## src/rtl/vt_rng_ctrl.sv

```systemverilog
// vt_rng_ctrl: seeds and sequences one V-trapezoid RNG core, masks samples
// while the core pipeline fills, and hands each valid sample to at most one
// of NREQ requesters through a registered round-robin arbiter.
//
// Handshake: the sample port is push-only (valid without ready). In a cycle
// where sample_valid=1, exactly one gnt bit is set and that requester owns
// 'sample'. A requester keeps 'req' high for as long as it wants samples.
// Samples that nobody requests are dropped, because the core advances every
// cycle whether or not anyone consumes its output.
module vt_rng_ctrl #(
  parameter int          NREQ      = 4,
  parameter int          FILL_LAT  = 5,
  parameter int          SEED_HOLD = 2,
  parameter logic [38:0] DEF_SEED  = 39'h5A5A5A5A5,
  parameter logic [15:0] DEF_SEED2 = 16'hACE1
) (
  input  logic            clk,
  input  logic            reset,
  input  logic [38:0]     seed_in,
  input  logic [15:0]     seed2_in,
  input  logic            reseed_req,
  output logic [38:0]     gen_data,
  output logic [15:0]     gen_data2,
  output logic            gen_reset,
  input  logic [17:0]     gen_x,
  input  logic [NREQ-1:0] req,
  output logic [NREQ-1:0] gnt,
  output logic [17:0]     sample,
  output logic            sample_valid,
  output logic            busy,
  output logic            seed_fix,
  output logic [1:0]      state_dbg
);

  localparam int PW   = (NREQ > 1) ? $clog2(NREQ) : 1;
  localparam int CMAX = (SEED_HOLD > FILL_LAT) ? SEED_HOLD : FILL_LAT;
  localparam int CW   = $clog2(CMAX + 1);

  typedef enum logic [1:0] {
    ST_SEED = 2'd0,
    ST_FILL = 2'd1,
    ST_RUN  = 2'd2
  } state_t;

  state_t          state;
  state_t          state_next;
  logic [CW-1:0]   cnt;
  logic [CW-1:0]   cnt_next;
  logic            gen_reset_next;
  logic            grant_en;
  logic [PW-1:0]   rr_ptr;
  logic [PW-1:0]   next_ptr;
  logic [PW-1:0]   win_idx;
  logic            win_found;
  logic [PW:0]     cand;

  assign busy      = (state != ST_RUN);
  assign state_dbg = state;

  // Round-robin search: first requesting index at or after rr_ptr, wrapping.
  always_comb begin
    win_found = 1'b0;
    win_idx   = '0;
    cand      = '0;
    for (int i = 0; i < NREQ; i++) begin
      cand = {1'b0, rr_ptr} + (PW+1)'(i);
      if (cand >= (PW+1)'(NREQ)) begin
        cand = cand - (PW+1)'(NREQ);
      end
      if (!win_found && req[cand[PW-1:0]]) begin
        win_found = 1'b1;
        win_idx   = cand[PW-1:0];
      end
    end
  end

  // Pointer moves one past the winner so the winner goes to the back of the line.
  always_comb begin
    next_ptr = '0;
    if (win_idx != PW'(NREQ - 1)) begin
      next_ptr = win_idx + PW'(1);
    end
  end

  // Next-state logic; a reseed request overrides whatever the state would do.
  always_comb begin
    state_next     = state;
    cnt_next       = cnt;
    gen_reset_next = gen_reset;
    grant_en       = 1'b0;
    if (reseed_req) begin
      state_next     = ST_SEED;
      cnt_next       = '0;
      gen_reset_next = 1'b0;
    end else begin
      case (state)
        ST_SEED: begin
          gen_reset_next = 1'b0;
          if (cnt >= CW'(SEED_HOLD - 1)) begin
            state_next     = ST_FILL;
            cnt_next       = '0;
            gen_reset_next = 1'b1;
          end else begin
            cnt_next = cnt + CW'(1);
          end
        end
        ST_FILL: begin
          // gen_reset is high for the whole fill, so every edge counts.
          cnt_next = cnt + CW'(1);
          if (cnt_next >= CW'(FILL_LAT)) begin
            state_next = ST_RUN;
          end
        end
        ST_RUN: begin
          grant_en = win_found;
        end
        default: begin
          state_next     = ST_SEED;
          cnt_next       = '0;
          gen_reset_next = 1'b0;
        end
      endcase
    end
  end

  // State register plus the sequencing counter and the registered core reset.
  always_ff @(posedge clk or negedge reset) begin
    if (!reset) begin
      state     <= ST_SEED;
      cnt       <= '0;
      gen_reset <= 1'b0;
    end else begin
      state     <= state_next;
      cnt       <= cnt_next;
      gen_reset <= gen_reset_next;
    end
  end

  // Seed registers; an all-zero seed would lock the LFSR, so it is replaced.
  always_ff @(posedge clk or negedge reset) begin
    if (!reset) begin
      gen_data  <= DEF_SEED;
      gen_data2 <= DEF_SEED2;
      seed_fix  <= 1'b0;
    end else if (reseed_req) begin
      gen_data  <= (seed_in == '0) ? DEF_SEED : seed_in;
      gen_data2 <= (seed2_in == '0) ? DEF_SEED2 : seed2_in;
      seed_fix  <= (seed_in == '0) || (seed2_in == '0);
    end
  end

  // Grant datapath; sample and rr_ptr hold whenever no grant is issued.
  always_ff @(posedge clk or negedge reset) begin
    if (!reset) begin
      gnt          <= '0;
      sample       <= '0;
      sample_valid <= 1'b0;
      rr_ptr       <= '0;
    end else if (grant_en) begin
      gnt          <= NREQ'(1) << win_idx;
      sample       <= gen_x;
      sample_valid <= 1'b1;
      rr_ptr       <= next_ptr;
    end else begin
      gnt          <= '0;
      sample_valid <= 1'b0;
    end
  end

endmodule

```

## config.mk

```make
export PLATFORM = sky130hd
export DESIGN_NAME = vt_rng_ctrl
export DESIGN_NICKNAME = d
export VERILOG_FILES = /design/src/rtl/vt_rng_ctrl.sv
export SDC_FILE = /design/constraint.sdc
export NUM_CORES = 1
export LEC_CHECK = 0
export ABC_AREA = 1
export BUFFER_PORTS_ARGS = -buffer_cell sky130_fd_sc_hd__buf_4
export CORE_MARGIN = 1
export CORE_UTILIZATION = 51
export CTS_CLUSTER_DIAMETER = 200
export DETAILED_ROUTE_END_ITERATION = 12
export GPL_TIMING_DRIVEN = 0
export PLACE_DENSITY = 0.85
export SKIP_LAST_GASP = 1
export SLEW_MARGIN = 25
export SYNTH_ARGS = -nofsm -noshare
export SYNTH_HDL_FRONTEND = slang
export SYNTH_SLANG_ARGS = --single-unit
export TNS_END_PERCENT = 100
```

## constraint.sdc

```tcl
create_clock -name clk -period 2.44 [get_ports clk]
set_input_delay 0.366 -clock clk [delete_from_list [all_inputs] [get_ports clk]]
set_output_delay 0.366 -clock clk [all_outputs]
set_load 0.05 [all_outputs]
```

-- Yosys cells after proc, flatten, opt, wreduce, memory -nomap -nowiden
Cells that the tools add are included.
- reduce and logical (&&, ||, !) cells: 12
- multiplexer cells: 37
- add/subtract/negate cells: 9
- shift operators: 1
- equal/unequal tests: 8
- order comparisons: 10
- operators with widths (cell ; count):
    $logic_not A39 Y1 ; 1
    $mux W39 ; 1
    $mux W2 ; 12
    $logic_not A16 Y1 ; 1
    $mux W16 ; 1
    $mux W1 ; 13
    $ge A3 B3 Y1 const B ; 4
    $lt A2 B3 Y1 const B ; 4
    $pmux W3 S3 ; 1
    $bmux W1 S2 ; 4
    $sub A2 B1 Y2 const B ; 4
    $add A2 B2 Y3 const B ; 2
    $mux W3 ; 2
    $ne A2 B2 Y1 const B ; 3
    $ne A3 B3 Y1 const B ; 2
    $pmux W2 S3 ; 1
    $mux W4 ; 1
    $shl A1 B2 Y4 const A ; 1
    $add A2 B1 Y3 const B ; 1
    $add A3 B1 Y3 const B ; 1
    $ge A2 B3 Y1 const B ; 1
    $ge A3 B1 Y1 const B ; 1
    $logic_and A1 B1 Y1 ; 3
    $logic_not A1 Y1 ; 3
    other kinds (9) ; 9
- bits of input ports: 80
- output and inout port bits: 83
- flip-flop bits (word level): 87

-- Longest topological paths before layout
- word-level depth: 17
- gate-level depth with buffers: 13

-- Worst setup path after synthesis
Ideal clock, no wire load.
- kind: register to register
- from: register state[0], in the netlist state_dbg[0]
- to: register sample[0]
- setup slack: 0.413 ns
- cell stages (with the launch flop): 10
- data arrival time: 1.909 ns
- path buffers: 1
- setup time: 0.118 ns
- cell sequence: dfrtp_1 -> inv_1 -> ha_1 -> inv_1 -> nor2_1 -> nand2_4 -> inv_2 -> buf_6 -> nand2_2 -> nand2_1
- word-level cells in the longest chain between the ends: 3
- ends and longest elaborated chain (item ; line ; source):
    start, declared ; 45 ; state_t state;
    start signal, assigned ; 133 ; state <= state_next;
    $eq A2 B2 Y1 ; 96 ; case (state)
    $mux W1 ; 96 ;
    $mux W1 ; 91 ; if (reseed_req) begin
    end signal, assigned ; 161 ; sample <= gen_x;
    end, declared ; 28 ; output logic [17:0] sample,
No other way between the ends.
A chain may end at the register's enable or synchronous reset.

-- Worst setup path in the final report
- from: register rr_ptr[1]
- to: register rr_ptr[1]
- word-level cells in the longest chain between the ends: 16
- elaborated cells on any way between the ends: 42
- those cells by class: add/sub: 8; order compare: 4; eq/ne: 1; mux: 23; reduce/logical: 6
- ends and longest elaborated chain (item ; line ; source):
    start, declared ; 51 ; logic [PW-1:0] rr_ptr;
    start signal, assigned ; 163 ; rr_ptr <= next_ptr;
    branches (longest 13 deep; another with $add A2 B1 Y3) ; - ;
    $mux W2 (*) ; 70 ; if (!win_found && req[cand[PW-1:0]]) begin
    $add A2 B1 Y2 / $ne A2 B2 Y1 (equally long branches) ; 81, 80 ;
    $mux W2 (*) ; 80 ; if (win_idx != PW'(NREQ - 1)) begin
    named net next_ptr[1] ; 52 ; logic [PW-1:0] next_ptr;
Mark *: on every way through the listed nets, which the timed path passes. The select of a mux whose other input is x is not followed.

==> results.md <==
- Status: complete, but fails checks
- Failing checks: hold timing
- Worst-path clk slew: approximately 0.09 ns
- Max H-tree Level: 3
- Peak supply drop: a little over 0.5 mV
- Area of the die: between 8000 and 9000 um^2
- Initial DRC Count: 177
- Io pins: between 150 and 200
- Syn Area/Cell: just over 8 um^2
- Latest clock arrival within the worst-skew pair: between 0.3 and 0.4 ns
- Lkg Pwr: around 3.0 nW
- Cells after DPL: approximately 750
- Critical path data required time: 2.68 ns
- Core Rows: 31
- Global route total overflow: 0
- TritonCTS clock tree: yes
- CP endpoint kind: flop
- Synthesized instance count: 490
- Slew HR: roughly half
- Initial antenna violation count: 0
- Maxcap violations: 0
- Gpl congestion: between 0.8 and 0.9
- Critical Path AT: 2.14 ns
- Clock Path Buffers: 2
- Synth warnings: 0
- Sw Share: a little under half
- First-pass DRT Iterations: 4
- Hold WS: -0.001148 ns
- GRT Overall Usage: between 20% and 30%
- Largest net degree at the start of global routing: 45
- Startpoint Class: flop
- Initial Util: 53.91%
- Primary FF master, synth: dfrtp_1
- Register area share after synthesis: around 55%
- Post-synth top cells: nand2_1 (171), nor2_1 (82), dfrtp_1 (61)
- Setup CP Type: reg2reg
- Seq pwr share: 34.5%
- Fmax: 526.4 MHz
- First-pass GRT wire length: roughly 17,000 um
- Count of cell types in the netlist: 26
- Final period utilization: around 78%
- Post-synth EDFFs: 0
- Non-Filler Instances: ~770
- Clock Skews: 0.01270 ns
- Post-synth top area cell: dfrtp_1
- Worst Hold Class: in2async
- DR DRC count: 0
- Layout cell share with drive strength beyond 1: a little over a third
- CTS buffer count: 9
- Final Max Tran Viols: 0
- Syn Nets: between 500 and 600
- Vias per std cell: 5.004
- DR vias: 3,843
- Number of clock sinks: 87
- Number of global-route vias before repair: 3,646
- Post-synth top area share: 38.02%
- RSZ-0062 raised after global routing: no
- Antenna diode count: 0
- Clk root buf: clkbuf_8
- Share of synthesized registers carrying an async set or reset: 100.0%
- Detailed Route WL: 10,900 um
- Die H: 90.73 um
- Post-DRT Antenna Nets: 0
- HPWL after DPL: roughly 8300 um
- Wire length per cell: 14.20 um
- Die X: between 90 and 100 um
- Clock Power Share: ~17%
- Port Buf Inserts: roughly 160
- Total negative setup slack: 0 ns
- Post-CTS Setup Inserts: 0
- Pwr dens: approximately 1000 nW/um^2
- Worst-path fanout max: 5
- Net Switching: ~2.5 mW
- Final setup violation count: 0
- Worst-Margin Slew: 0.7670 ns
- Final min period: 1.900 ns
- Most numerous cell in the Yosys netlist: nand2_1
- Core box area: about 7400 um^2
- Cell internal pwr: around 3 mW
- Pwr Total: between 5 and 6 mW
- Fin nets: ~750
- Yosys reg bits: between 80 and 90
- Hold-fix buffers at CTS: 0
- Cell area after synthesis: 4015 um^2
- CTS resizes: 0
- Endpoints failing hold: 6
- Synth top area cells: dfrtp_1 (38%), dfstp_2 (17%), nand2_1 (16%)
- Comb power frac: roughly half
- Area growth from synthesis to layout: 38.67%
-- cell families (layout without fill, tap and decap cells) --
group | count (synthesis) | after routing | synth area share, %
compound gates | 41 | 41 | 5.298
xor+xnor | 1 | 1 | 0.2182
fa+ha+maj | 10 | 10 | 3.116
buf+inv | 55 | 234 | 5.983
flops | 87 | 87 | 55.03
simple gates | 296 | 296 | 30.35
-- metal layers --
| layer | share of wire [%] | routed length [um] | GRT usage [%] | up-vias |
|---|---|---|---|---|
| met4 | 2.4 | 267 | 10.48 | 0 |
| li1 | - | - | - | 1855 |
| met2 | 49 | 5359 | 45.71 | 161 |
| met1 | 41 | 4497 | 33.67 | 1803 |
| met3 | 7.2 | 780 | 5.387 | 24 |
| met5 | 0 | 0 | 0 | - |
-- final cells by class --
cell class	count	area, um^2
Clock buffer	11	151.4
Fill cell	578	1879
Multi-Input combinational cell	348	1565
Sequential cell	87	2210
Timing Repair Buffer	163	1236
Clock inverter	5	41.29
Inverter	38	142.6
Buffer	17	97.59
Tap cell	99	123.9
-- worst paths after layout --
check	startpoint	end	slack, ns	cells after the start
min in group clk	gen_x[17]	sample[17]$_DFFE_PN0P_	0.20	3
max reg2reg	rr_ptr[1]$_DFFE_PN0P_	rr_ptr[1]$_DFFE_PN0P_	0.54	13
min reg2reg	gen_data[14]$_DFFE_PN0P_	gen_data[14]$_DFFE_PN0P_	0.47	2
max	rr_ptr[1]$_DFFE_PN0P_	rr_ptr[1]$_DFFE_PN0P_	0.54	13
min	reset	gen_data[33]$_DFFE_PN0P_	-0.001	1
max in group asynchronous	reset	gen_data[26]$_DFFE_PN1P_	1.74	2
-- sequential cells by signal, summed over array words and instances, names as in the netlist --
signal and flops:
cnt 3, gen_data 39, gen_data2 16, gen_reset 1, gnt 4, rr_ptr 2, sample 18, sample_valid 1
seed_fix 1, state_dbg 2
-- placed cells by master, fill, tap and decap left out --
| master | instances |
|---|---|
| o21ai_0 | 8 |
| clkbuf_1 | 8 |
| dfstp_2 | 26 |
| clkinvlp_4 | 2 |
| nand4_1 | 4 |
| inv_1 | 34 |
| clkinv_1 | 1 |
| clkbuf_8 | 11 |
| nand2_2 | 20 |
| or2_2 | 1 |
| nor2_4 | 1 |
| buf_1 | 4 |
| o22ai_1 | 2 |
| ha_1 | 10 |
| nor2_1 | 82 |
| xnor2_1 | 1 |
| nand2_1 | 171 |
| nand3_2 | 2 |
| buf_12 | 1 |
| buf_6 | 4 |
| nor3_1 | 4 |
| nand3_1 | 10 |
| buf_4 | 163 |
| dfrtp_1 | 61 |
| inv_2 | 3 |
| a32o_1 | 1 |
| o21ai_1 | 2 |
| nand2_4 | 1 |
| clkinv_4 | 2 |
| a21oi_1 | 28 |
| inv_6 | 1 |
-- worst max-delay path: stages, from the launching register on --
cell and delay, ns:
dfrtp_1 0.46, inv_2 0.10, nand2_1 0.07, nand2_1 0.10, nand2_2 0.09, nand2_2 0.07, nor2_4 0.11, nand3_1 0.10
inv_1 0.10, nor2_1 0.06, nor2_1 0.17, ha_1 0.28, nand2_2 0.07, nand2_1 0.04
-- through the flow --
stage	setup slack (ns)	hold slack [ns]	utilization, %	cell area [um^2]
final	0.5402	-0.001148	74.76	5568
after CTS	0.5472	0.01494	74.76	5568
after floorplan	0.4132	0.07041	-	4015
after detailed placement	0.5802	0.4002	72.18	5375
after global routing	0.3733	0.03762	74.76	5568
after global placement	0.6123	0.4581	71.91	5355
-- power by group through the flow --
stage / logic [mW] / registers (mW) / clock network (mW)
after floorplan: 0.999 / 2.79 / 0
after global placement: 2.58 / 1.92 / 0
after detailed placement: 2.65 / 1.94 / 0
after CTS: 2.68 / 1.91 / 0.977
after global routing: 2.88 / 1.95 / 1.04
final: 2.67 / 1.92 / 0.965
Power figures use the tool's default switching activity.
